## src/rtl/spi_stream_pkg.sv

```systemverilog
// Shared types and elaboration helpers for the parallel SPI stream serializer.
// Contents:
//   state_t      - serializer FSM states
//   *_DEF        - default parameter values of the serializer
//   cnt_width()  - bits needed to hold 0..max_val (never less than 1)
//   max2()       - larger of two integers
//   clk_div_ok() - true when a full byte on the wire outlasts a prefetch
package spi_stream_pkg;

  typedef enum logic [1:0] {
    IDLE  = 2'd0,
    PRIME = 2'd1,
    SHIFT = 2'd2,
    DONE  = 2'd3
  } state_t;

  localparam int STREAM_COUNT_DEF   = 12;
  localparam int DATA_WIDTH_DEF     = 8;
  localparam int ADDRESS_NUMBER_DEF = 2250;
  localparam int READ_LATENCY_DEF   = 2;
  localparam int CLK_DIV_DEF        = 2;

  function automatic int cnt_width(input int max_val);
    return (max_val < 2) ? 1 : $clog2(max_val + 1);
  endfunction

  function automatic int max2(input int a, input int b);
    return (a > b) ? a : b;
  endfunction

  // The staged byte must land before the current byte's last SCK fall,
  // otherwise streaming would need a gap.
  function automatic bit clk_div_ok(input int clk_div, input int data_width,
                                    input int read_latency);
    return (clk_div >= 1) && (read_latency >= 1) &&
           (2 * clk_div * data_width > read_latency + 1);
  endfunction

endpackage

```

## src/rtl/spi_stream_serializer_sck_gen.sv

```systemverilog
// spi_sck_gen: SPI mode-0 clock generator (idle low).
// Each half period lasts CLK_DIV clocks; the low half comes first after enable.
// Ports:
//   clk    in  clock
//   rst_n  in  async active-low reset
//   en     in  run; while low the counter is cleared and sck is held low
//   sck    out SPI clock
//   rise   out 1-cycle strobe: sck goes high on the next clock edge
//   fall   out 1-cycle strobe: sck goes low on the next clock edge
module spi_sck_gen #(
  parameter  int CLK_DIV = 2,
  localparam int DIV_W   = $clog2(CLK_DIV) + 1
) (
  input  logic clk,
  input  logic rst_n,
  input  logic en,
  output logic sck,
  output logic rise,
  output logic fall
);

  logic [DIV_W-1:0] div_cnt_reg;
  logic             sck_reg;
  logic             half_end;

  assign half_end = (div_cnt_reg == DIV_W'(CLK_DIV - 1));

  always_ff @(posedge clk or negedge rst_n) begin
    if (!rst_n) begin
      div_cnt_reg <= '0;
      sck_reg     <= 1'b0;
    end else if (!en) begin
      div_cnt_reg <= '0;
      sck_reg     <= 1'b0;
    end else if (half_end) begin
      div_cnt_reg <= '0;
      sck_reg     <= ~sck_reg;
    end else begin
      div_cnt_reg <= div_cnt_reg + 1'b1;
    end
  end

  assign sck  = sck_reg;
  assign rise = en && half_end && !sck_reg;
  assign fall = en && half_end && sck_reg;

endmodule

```

## src/rtl/spi_stream_serializer.sv

```systemverilog
// spi_stream_serializer: reads ADDRESS_NUMBER words of STREAM_COUNT byte lanes
// from a double-buffer read port and shifts each lane MSB-first onto its own
// MOSI line, all lanes sharing one mode-0 SCK. The next word is prefetched
// while the current byte is on the wire, so bytes stream without gaps.
// Optional macro SPI_STREAM_CS_EN: drive O_cs_n around the frame with a
// CLK_DIV-cycle lead and tail; without it O_cs_n is tied low.
// Ports:
//   I_clkb        in  clock
//   I_rst_n       in  async active-low reset
//   I_start       in  pulse: begin a frame (ignored while busy)
//   O_busy        out high from accepted start until frame done
//   O_frame_done  out 1-cycle pulse at end of frame
//   O_address     out read address to the buffer port
//   I_data_flat   in  lane i = bits [i*DATA_WIDTH +: DATA_WIDTH]
//   O_sck         out common SPI clock, idle low
//   O_mosi        out one serial line per lane
//   O_cs_n        out chip select
module spi_stream_serializer
  import spi_stream_pkg::*;
#(
  parameter  int STREAM_COUNT   = STREAM_COUNT_DEF,
  parameter  int DATA_WIDTH     = DATA_WIDTH_DEF,
  parameter  int ADDRESS_NUMBER = ADDRESS_NUMBER_DEF,
  parameter  int READ_LATENCY   = READ_LATENCY_DEF,
  parameter  int CLK_DIV        = CLK_DIV_DEF,
  localparam int ADDR_W         = $clog2(ADDRESS_NUMBER),
  localparam int LANES_W        = STREAM_COUNT * DATA_WIDTH
) (
  input  logic                    I_clkb,
  input  logic                    I_rst_n,
  input  logic                    I_start,
  output logic                    O_busy,
  output logic                    O_frame_done,
  output logic [ADDR_W-1:0]       O_address,
  input  logic [LANES_W-1:0]      I_data_flat,
  output logic                    O_sck,
  output logic [STREAM_COUNT-1:0] O_mosi,
  output logic                    O_cs_n
);

  localparam int BIT_W     = cnt_width(DATA_WIDTH - 1);
  // One counter serves PRIME latency, staging latency (saturates at
  // READ_LATENCY+1) and the chip-select tail.
  localparam int WAIT_W    = cnt_width(max2(READ_LATENCY + 1, CLK_DIV));
  localparam int LAST_ADDR = ADDRESS_NUMBER - 1;

  if (!clk_div_ok(CLK_DIV, DATA_WIDTH, READ_LATENCY)) begin : g_bad_cfg
    $error("spi_stream_serializer: need 2*CLK_DIV*DATA_WIDTH > READ_LATENCY+1");
  end

  state_t             state_reg, state_next;
  logic [ADDR_W-1:0]  address_reg, address_next;
  logic [BIT_W-1:0]   bit_cnt_reg, bit_cnt_next;
  logic [WAIT_W-1:0]  wait_cnt_reg, wait_cnt_next;
  logic               last_byte_reg, last_byte_next;
  logic               last_bit_reg, last_bit_next;
  logic [LANES_W-1:0] shift_reg, shift_next;
  logic [LANES_W-1:0] staging_reg, staging_next;
  logic               byte_begin;
  logic               done_now;
  logic               sck_rise, sck_fall;

  spi_sck_gen #(.CLK_DIV(CLK_DIV)) u_sck_gen (
    .clk   (I_clkb),
    .rst_n (I_rst_n),
    .en    (state_reg == SHIFT),
    .sck   (O_sck),
    .rise  (sck_rise),
    .fall  (sck_fall)
  );

`ifdef SPI_STREAM_CS_EN
  // DONE holds CS low for CLK_DIV cycles after the last fall, then releases.
  assign done_now = (wait_cnt_reg == WAIT_W'(CLK_DIV));
  assign O_cs_n   = !((state_reg == SHIFT) || ((state_reg == DONE) && !done_now));
`else
  assign done_now = 1'b1;
  assign O_cs_n   = 1'b0;
`endif

  always_ff @(posedge I_clkb or negedge I_rst_n) begin
    if (!I_rst_n) begin
      state_reg     <= IDLE;
      address_reg   <= '0;
      bit_cnt_reg   <= '0;
      wait_cnt_reg  <= '0;
      last_byte_reg <= 1'b0;
      last_bit_reg  <= 1'b0;
      shift_reg     <= '0;
      staging_reg   <= '0;
    end else begin
      state_reg     <= state_next;
      address_reg   <= address_next;
      bit_cnt_reg   <= bit_cnt_next;
      wait_cnt_reg  <= wait_cnt_next;
      last_byte_reg <= last_byte_next;
      last_bit_reg  <= last_bit_next;
      shift_reg     <= shift_next;
      staging_reg   <= staging_next;
    end
  end

  always_comb begin
    state_next     = state_reg;
    address_next   = address_reg;
    bit_cnt_next   = bit_cnt_reg;
    wait_cnt_next  = wait_cnt_reg;
    last_byte_next = last_byte_reg;
    last_bit_next  = last_bit_reg;
    shift_next     = shift_reg;
    staging_next   = staging_reg;
    byte_begin     = 1'b0;

    case (state_reg)
      IDLE: begin
        wait_cnt_next = '0;
        if (I_start) state_next = PRIME;
      end

      PRIME: begin
        wait_cnt_next = wait_cnt_reg + 1'b1;
        if (wait_cnt_reg == WAIT_W'(READ_LATENCY - 1)) begin
          shift_next = I_data_flat;
          byte_begin = 1'b1;
          state_next = SHIFT;
        end
      end

      SHIFT: begin
        if (wait_cnt_reg <= WAIT_W'(READ_LATENCY)) wait_cnt_next = wait_cnt_reg + 1'b1;
        if (wait_cnt_reg == WAIT_W'(READ_LATENCY)) staging_next = I_data_flat;
        // End-of-byte is decided at the rise so the fall only tests a flop.
        if (sck_rise) last_bit_next = (bit_cnt_reg == BIT_W'(DATA_WIDTH - 1));
        if (sck_fall) begin
          last_bit_next = 1'b0;
          if (last_bit_reg) begin
            bit_cnt_next = '0;
            if (last_byte_reg) begin
              shift_next    = '0;
              wait_cnt_next = '0;
              state_next    = DONE;
            end else begin
              shift_next = staging_reg;
              byte_begin = 1'b1;
            end
          end else begin
            bit_cnt_next = bit_cnt_reg + 1'b1;
            for (int i = 0; i < STREAM_COUNT; i++) begin
              shift_next[i*DATA_WIDTH +: DATA_WIDTH] =
                {shift_reg[i*DATA_WIDTH +: DATA_WIDTH-1], 1'b0};
            end
          end
        end
      end

      DONE: begin
        if (done_now) begin
          state_next     = IDLE;
          address_next   = '0;
          last_byte_next = 1'b0;
        end else begin
          wait_cnt_next = wait_cnt_reg + 1'b1;
        end
      end

      default: state_next = IDLE;
    endcase

    // A byte going onto the wire launches the read for the following one;
    // at the last address the read is not advanced and the byte is flagged last.
    if (byte_begin) begin
      wait_cnt_next = '0;
      if (address_reg == ADDR_W'(LAST_ADDR)) last_byte_next = 1'b1;
      else                                   address_next   = address_reg + 1'b1;
    end
  end

  for (genvar gi = 0; gi < STREAM_COUNT; gi++) begin : g_mosi
    assign O_mosi[gi] = shift_reg[gi*DATA_WIDTH + DATA_WIDTH - 1];
  end

  assign O_frame_done = (state_reg == DONE) && done_now;
  assign O_busy       = (state_reg != IDLE) && !O_frame_done;
  assign O_address    = address_reg;

endmodule

```

## config.mk

```make
export PLATFORM = sky130hd
export DESIGN_NAME = spi_stream_serializer
export DESIGN_NICKNAME = d
export VERILOG_FILES = /design/src/rtl/spi_stream_pkg.sv /design/src/rtl/spi_stream_serializer_sck_gen.sv /design/src/rtl/spi_stream_serializer.sv
export SDC_FILE = /design/constraint.sdc
export NUM_CORES = 1
export LEC_CHECK = 0
export CAP_MARGIN = 10
export CORE_ASPECT_RATIO = 1.4
export CORE_MARGIN = 2
export CORE_UTILIZATION = 50
export CTS_CLUSTER_DIAMETER = 60
export DETAILED_ROUTE_END_ITERATION = 6
export PLACE_DENSITY_LB_ADDON = 0.1
export SLEW_MARGIN = 10
export SYNTH_ARGS = -nofsm -noshare
export SYNTH_HDL_FRONTEND = slang
export SYNTH_SLANG_ARGS = --single-unit
```

## constraint.sdc

```tcl
create_clock -name I_clkb -period 2.8 [get_ports I_clkb]
set_clock_uncertainty 0.15 [all_clocks]
set_input_delay 0.7 -clock I_clkb [delete_from_list [all_inputs] [get_ports I_clkb]]
set_output_delay 0.7 -clock I_clkb [all_outputs]
set_load 0.01 [all_outputs]
```

== Word-level counts from Yosys, hierarchy flattened ==
Index checks and enable logic that the tools add are counted.

* Mux-type cells: 35
* Shifts and indexed selects: 0
* Reduce and logical (&&, ||, !) cells: 15
* Order comparisons: 1
* Add/sub/neg operators: 4
* Divide/modulo/power cells: 0
* Eq/ne operators: 15
* $mul: 0
* Bitwise operators: 1

{| class="wikitable"
|+ Operator list
! kind !! number
|-
| 2-to-1 mux 96 bit || 4
|-
| one-hot mux 96 bit (2 select lines) || 1
|-
| 2-to-1 mux 12 bit || 3
|-
| 2-to-1 mux 2 bit || 12
|-
| adder 12 x 1 -> 12 bit (second input constant) || 1
|-
| equality test 12 bit (second input constant) || 1
|-
| != test 2 bit (second input constant) || 6
|-
| 2-to-1 mux 1 bit || 11
|-
| one-hot mux 2 bit (4 select lines) || 1
|-
| equality test 2 x 1 -> 1 bit (second input constant) || 3
|-
| equality test 2 bit (second input constant) || 3
|-
| one-hot mux 2 bit (3 select lines) || 1
|-
| AND reduction 2 bit || 3
|-
| nonzero test 2 bit || 3
|-
| AND reduction 5 bit || 1
|-
| adder 2 x 1 -> 2 bit (second input constant) || 2
|-
| logical AND 1 bit || 4
|-
| adder 3 x 1 -> 3 bit (second input constant) || 1
|-
| equality test 3 bit (second input constant) || 1
|-
| 2-to-1 mux 3 bit || 1
|-
| AND reduction 3 bit || 1
|-
| <= comparator 2 bit (second input constant) || 1
|-
| zero test 1 bit || 2
|-
| zero test 2 bit || 1
|-
| 3 further kinds || 3
|}

* ROM bits: 0
* Memory bits (writable): 0
* Register bits: 216
* Bits in latches: 0
* Memories kept: 0

== Depth between registers and ports, before layout ==
Gate-level depths: netlist of the first run.

* Depth in word-level cells: 7
* Mapped depth: 9
* Mapped depth without buffers: 6

== Cells and area by module ==
Synthesis of the first run repeated with hierarchy kept, for this count alone.

* Cells, all modules: 989
* Area total of the unflattened synthesis: 10,527.6 um2

{| class="wikitable"
|+ Modules (own cells, without submodules)
! module !! seq. area each (um2) !! cells an instance !! times used !! area each (um2)
|-
| spi_stream_serializer || 5,330.1 || 978 || 1 || 10,402.5
|-
| spi_sck_gen || 75.1 || 11 || 1 || 125.1
|}

== Worst setup path before layout of the first run ==
OpenSTA, ideal clock, no wires.

* Kind: register to register
* Start: register state_reg[0]
* End: register shift_reg[34]
* Data arrival time: 2,035 ps
* Slack: 491 ps
* Cell stages (with the launch flop): 9
* Path buffers: 3
* Clock period less this slack: 2,309 ps
* Cells stage by stage: dfrtp_1 -> inv_1 -> ha_1 -> clkbuf_1 -> nor2_1 -> a211oi_1 -> clkbuf_1 -> clkbuf_1 -> mux2_2

* Cells in the longest elaborated chain, start to end: 5
* Elaborated cells on any way between the ends: 9
* Those cells by class: 4 x eq/ne; 1 x mux; 4 x reduce/logical

{| class="wikitable"
|+ RTL lines
! what !! line !! text
|-
| from (decl) || spi_stream_serializer.sv:51 || <nowiki>state_t state_reg, state_next;</nowiki>
|-
| from (signal assigned) || spi_stream_serializer.sv:92 || <nowiki>state_reg <= state_next;</nowiki>
|-
| equality test 2 bit || spi_stream_serializer.sv:66, spi_stream_serializer.sv:114 ||
|-
| logical AND 1 bit (2 in series) || spi_stream_serializer_sck_gen.sv:45 || <nowiki>assign fall = en && half_end && sck_reg;</nowiki>
|-
| != test 2 bit (no source line) || n/a ||
|-
| AND reduction 3 bit (no source line) || n/a ||
|-
| to (signal assigned) || spi_stream_serializer.sv:98 || <nowiki>shift_reg <= shift_next;</nowiki>
|-
| to (decl) || spi_stream_serializer.sv:57 || <nowiki>logic [LANES_W-1:0] shift_reg, shift_next;</nowiki>
|}

Parallel ways exist; a longest one is shown, timed or not.
A chain may end at the register's enable or synchronous reset.

== Worst setup path after layout of the first run ==
* Start: register state_reg[1]
* End: output port O_busy

* Cells in the longest elaborated chain, start to end: 3
* Elaborated cells on any way between the ends: 4
* Those cells by class: 1 x eq/ne; 3 x reduce/logical

{| class="wikitable"
|+ RTL lines
! what !! line !! text
|-
| equality test 2 bit || spi_stream_serializer.sv:182 || <nowiki>assign O_frame_done = (state_reg == DONE) && done_now;</nowiki>
|-
| zero test 1 bit || spi_stream_serializer.sv:183 || <nowiki>assign O_busy = (state_reg != IDLE) && !O_frame_done;</nowiki>
|-
| logical AND 1 bit (*) || spi_stream_serializer.sv:183 ||
|-
| to (decl) || spi_stream_serializer.sv:32 || <nowiki>output logic O_busy,</nowiki>
|}

Every way passes the cells marked *; elsewhere a longest branch is shown, timed or not.

==> reports/results.ini, run 1 <==
[layout]
n_antenna_cell=0
layout-drive-gt1-share_pct=22.67
syn_to_final_growth_pct=21.24
layoutNonFillerInstCount=1345
nNetsFinal=1183

[synthesis]
ys_top_cells_by_area=dfrtp_1 (51%), mux2_2 (19%), a21oi_1 (8.6%), nor2b_1 (5.8%), nor2_1 (3.4%)
synth_top_cell_by_area=dfrtp_1
synthCells=984
syn-num-nets=1097
synth.avg_cell_area_um2=10.77
synth_cell_types=52
synth_area_um2=10600
ys_seq_area_share_pct=50.99
synth.top_cell.area_share_pct=50.99
synth-edff-count=0
synthFlopType=dfrtp_1
yosysWarningCount=0
synth_seq_cells=216
async_flop_share_pct=100.0

[setup_path]
crit_fanout=5
max_stage_delay_ns=0.53
path_buf_inv=2
rr_worst_depth=6
cp_slowest_cell=clkdlybuf4s50_1
cp-end-kind=primary output
r2r_start=state_reg[0]
cp.depth=3
critical_path.top_delay_family=buffers and inverters
start_kind=register
r2r_slack_ns=0.42
required_ns=1.95
critPathArrivalTime_ns=1.86
startpoint=state_reg[1]
crit_type=reg2out
crit_chain=inv_1, ha_4, clkdlybuf4s50_1

[floorplan]
die_y_um=176.3
die_x_um=127.1
dieArea_um2=22400
io_pins=127
rows=63
core_area_um2=20970
start_util_pct=50.56

[drt]
vias=7448
drc=0
dr.pass1.iters=4
drt_wl_total_mm=21.92
post_drt_wl_per_cell_um=16.29
routed_via_density=5.538
drt_iter0_markers=411
ant_nets=0

[placed_design]
dpl.hpwl_mm=13.44
post-place-ws_ns=0.4404
place.gp.congestion=0.7757
placed_cells=1305
numPortBuffers=125

[clock_network]
insertion_delay_ns=0.50
clockRootBuffer=clkbuf_16
tritoncts=built
cts_buffers=22
htree_num_levels=1
clock_path_buffers=3
cts.sinks=216
path_clk_slew_ns=0.06
postCtsHoldBufs=0

[sta]
min_period_over_period_pct=96.76
hold_ws_ns=-0.01702
setup_tns_ns=0
period_needed_ns=2.709
drv_slew=0
slew_headroom_pct=63.73
worst_slew_pin_slew_ns=0.5441
final-hold-violation-count=9
clock.fmax_mhz=369.1
setup_slack_ns=0.09066
setup_violations=0
rsz0062_at_grt=false

[pwr]
power.leakage_nw=5.356
powerDensity_nw_per_um2=1096
ir_drop_mv=0.7576

[flow_run]
maxCapViolCount=0

[worst_hold_path]
min_path_type=in2async

[global_route]
grt_max_degree=110
grt_pass1_wl_mm=37.02
grt_pass1_vias=7563
grt_use_total_pct=19.91
grt_overflow=0
antenna_found_initial=0

[outcome]
status=complete, but fails checks
violations=negative hold slack

## Yosys cell counts, types with 10 or more instances
cell type,number
dfrtp_1,216
a21oi_1,183
mux2_2,180
nor2b_1,98
nor2_1,97
clkbuf_1,53
ha_1,14
buf_4,13
a31oi_1,12
o21ai_0,12
inv_1,11
nand2_1,11
buf_1,10
## worst paths after layout
check,end
worst min register to register,bit_cnt_reg[2]
worst min-delay path,O_address[9]
worst max register to register,shift_reg[43]
max in group asynchronous,staging_reg[65]
worst max-delay path,O_busy
min in group I_clkb,bit_cnt_reg[2]
## layer usage
layer | share of wire, % | vias up | GRT usage, % | wire (um)
li1 | - | 3610 | - | -
met5 | 0 | - | 0 | 0
met1 | 44 | 3688 | 26.01 | 9676
met4 | 1.3 | 0 | 4.212 | 292
met2 | 50 | 126 | 34.70 | 10920
met3 | 4.7 | 24 | 3.788 | 1026
## power by group
part | leakage [nW] | internal (mW) | switching (mW)
combinational | 2.45 | 3.20 | 2.52
clock | 0.364 | 1.82 | 1.18
sequential | 2.55 | 4.67 | 0.708
total | 5.36 | 9.68 | 4.41
## placed cells by master, fill, tap and decap left out, types with 3 or more instances in the layout
cell type	instances
o31ai_1	7
nand3_1	6
ha_1	12
dfrtp_1	214
a31oi_1	12
nand2b_1	4
nor2_1	97
o21ai_0	12
nor2b_1	97
or3_1	3
nand2_1	10
a21oi_1	183
mux2_2	180
clkbuf_1	7
inv_1	10
clkbuf_16	23
clkdlybuf4s50_1	124
buf_4	11
clkbuf_8	5
nand4_1	4
buf_12	8
or4_1	6
## cell type report
class | count | area [um2]
Sequential cell | 216 | 5410
Fill cell | 1776 | 8114
Tap cell | 260 | 325.3
Timing Repair Buffer | 144 | 1499
Inverter | 11 | 41.29
Clock buffer | 35 | 670.6
Multi-Input combinational cell | 675 | 4837
Clock inverter | 4 | 70.07
## timing repair
item	4_1_cts	5_1_grt
pin swaps	0	0
setup endpoints to repair	1	1
resized for setup	2	1
buffers inserted	1	0
## through the flow
stage / utilization (%) / power [mW] / hold WS [ns] / area, um2
after detailed placement: 57.67 / 11.18 / 0.3319 / 12090
after global placement: 57.67 / 10.98 / 0.3199 / 12090
final: 61.30 / 14.09 / -0.01702 / 12850
after floorplan: - / 9.786 / 0.2544 / 10600
after global routing: 61.30 / 15.18 / 0.02657 / 12850
after CTS: 61.30 / 14.29 / 0.004725 / 12850
## cell families (layout without fill, tap and decap cells)
kind of cell / Yosys count / count (layout) / synth area share [%]
xor gates and xnor gates: 1 / 1 / 0.08263
other: 1 / 1 / 0.03537
AOI/OAI and AO/OA: 233 / 233 / 12.01
DFF: 216 / 216 / 50.99
muxes: 180 / 180 / 19.12
and+or+nand+nor: 246 / 246 / 12.23
adders and majority gates: 14 / 14 / 1.652
buffers and inverters: 93 / 194 / 3.883
Power figures use the tool's default switching activity.
==> run 2: changes to the inputs <==
--- a/config.mk
+++ b/config.mk
@@ -5,6 +5,7 @@
 export SDC_FILE = /design/constraint.sdc
 export NUM_CORES = 1
 export LEC_CHECK = 0
+export ABC_AREA = 1
 export CAP_MARGIN = 10
 export CORE_ASPECT_RATIO = 1.4
 export CORE_MARGIN = 2
==> reports/results.ini, run 2 <==
[floorplan]
die_x_um=128.0
die_y_um=177.7
dieArea_um2=22750
core_area_um2=21200
start_util_pct=50.79
io_pins=127
rows=63

[setup_path]
crit_fanout=7
required_ns=1.95
critPathArrivalTime_ns=1.86
r2r_start=state_reg[0]
start_kind=register
regToRegEndpoint=wait_cnt_reg[0]
r2r_slack_ns=0.44
crit_type=reg2out
startpoint=state_reg[0]
endpoint=O_busy
cp-end-kind=primary output
rr_worst_depth=9

[synthesis]
synthCells=1415
synth.most_common_cell=nand2_1
synth.avg_cell_area_um2=7.612
synthFlopType=dfrtp_1
async_flop_share_pct=100.0
synth-edff-count=0
yosys-top-cells-count=nand2_1 (597), dfrtp_1 (216), a21oi_1 (168)
synth.top_cell.area_share_pct=50.19
ys_top_cells_by_area=dfrtp_1 (50%), nand2_1 (21%), a21oi_1 (7.8%), nand3_1 (4.4%), nor2_1 (3.7%)
synth_cell_types=30
ys_seq_area_share_pct=50.19
synth_top_cell_by_area=dfrtp_1
yosysWarningCount=0
synth_area_um2=10770
synth_seq_cells=216
syn-num-nets=1528

[worst_hold_path]
min_path_type=in2async

[layout]
fill_cells=1975
final_core_util_pct=61.01
n_antenna_cell=0
syn_to_final_growth_pct=20.12
final_cell_mix=nand2_1 (596), dfrtp_1 (215), a21oi_1 (168), clkdlybuf4s50_1 (124), nor2_1 (105)
nNetsFinal=1596
layout-drive-gt1-share_pct=6.400
layout_commonest_cell=nand2_1
layoutNonFillerInstCount=1760

[sta]
min_period_over_period_pct=96.88
setup_violations=0
slew_headroom_pct=36.80
rsz0062_at_grt=false
final-hold-violation-count=0
drv_slew=0
worst_slew_pin_slew_ns=0.9480
clock.fmax_mhz=368.6
period_needed_ns=2.713
setup_tns_ns=0

[pwr]
power.switching_mw=5.439
power.leakage_nw=6.143
ir_drop_mv=0.7282
switching_share_pct=39.10
seqPwrFrac_pct=38.5
p_comb_share_pct=39.6
p_total_mw=13.91
powerDensity_nw_per_um2=1075
p_int_mw=8.470
pwr-share-clk_pct=21.9

[clock_network]
htree_num_levels=1
clock_path_buffers=3
clockRootBuffer=clkbuf_16
cts.sinks=216
postCtsHoldBufs=0
tritoncts=built
cts_buffers=23
path_clk_slew_ns=0.06
insertion_delay_ns=0.51

[placed_design]
dpl.hpwl_mm=14.98
place.gp.congestion=0.8334
placed_cells=1715
numPortBuffers=125

[drt]
drt_wl_total_mm=26.70
routed_via_density=5.310
vias=9346
dr.pass1.iters=5
drc=0
ant_nets=0
post_drt_wl_per_cell_um=15.17
drt_iter0_markers=720

[global_route]
grt_use_total_pct=24.08
antenna_found_initial=1
grt_pass1_vias=9338
grt_overflow=0
grt_max_degree=116
grt_pass1_wl_mm=45.07

[outcome]
status=finished clean

[flow_run]
maxCapViolCount=0

run 2: power by group through the flow:
stage / logic, mW / registers [mW] / clock network [mW]
final: 5.51 / 5.35 / 3.05
after global routing: 6.36 / 5.53 / 3.26
after CTS: 5.56 / 5.35 / 3.13
after detailed placement: 5.49 / 5.39 / 0
after global placement: 5.34 / 5.34 / 0
after floorplan: 4.15 / 5.20 / 0
run 2: layout make-up:
type | count | area (um2) | area share (%)
tap | 260 | 325.3 | 2.515
multi-input combinational | 1061 | 4782 | 36.96
inverter | 36 | 137.6 | 1.064
clock buffer | 31 | 645.6 | 4.990
sequential | 216 | 5406 | 41.79
timing repair buffer | 145 | 1531 | 11.84
clock inverter | 11 | 108.9 | 0.8414
run 2: metal layers:
layer  wire length, um  vias up  track usage [%]
li1                  -     4632                -
met1             11740     4464            31.33
met2             13190      210            42.49
met3              1200       40            2.834
met4               564        0            6.548
met5                 0        -                0
run 2: cell families (layout without fill, tap and decap cells):
family	count (synthesis)	in the layout	share of synthesized area (%)
adders and majority gates	14	14	1.626
AOI/OAI and AO/OA	209	209	9.898
buffers and inverters	138	223	5.925
other	1	1	0.03482
DFF	216	216	50.19
xor gates and xnor gates	6	6	0.4879
muxes	20	20	2.091
and+or+nand+nor	811	811	29.75
run 2: per-stage QoR:
step,hold WS [ns],setup slack (ns),instance area [um2]
2_1_floorplan,0.2532,0.7763,10770
3_3_place_gp,0.2632,0.4197,12150
3_5_place_dp,0.2700,0.3824,12150
4_1_cts,0.01664,0.01390,12930
5_1_grt,0.04028,0.03729,12940
6_report,0.006390,0.08733,12940
run 2: worst max-delay path, stage by stage (launching register included):
cell and delay, ns:
dfrtp_1 0.40, inv_2 0.09, ha_4 0.31, clkdlybuf4s50_1 0.54
run 2: worst min path at each step:
| stage | to | depth (start not counted) | from |
|---|---|---|---|
| after floorplan | O_address[0] | 0 | I_rst_n |
| after global placement | u_sck_gen.div_cnt_reg[0] | 1 | u_sck_gen.div_cnt_reg[0] |
| after detailed placement | u_sck_gen.div_cnt_reg[0] | 1 | u_sck_gen.div_cnt_reg[0] |
| after CTS | staging_reg[31] | 1 | I_rst_n |
| after global routing | staging_reg[31] | 1 | I_rst_n |
| final | staging_reg[31] | 1 | I_rst_n |
run 2: repair_timing:
| action | in CTS | in global routing |
|---|---|---|
| gates cloned | 0 | 0 |
| setup endpoints to repair | 1 | 1 |
| buffers inserted | 2 | 1 |
| gates resized for setup | 3 | 1 |
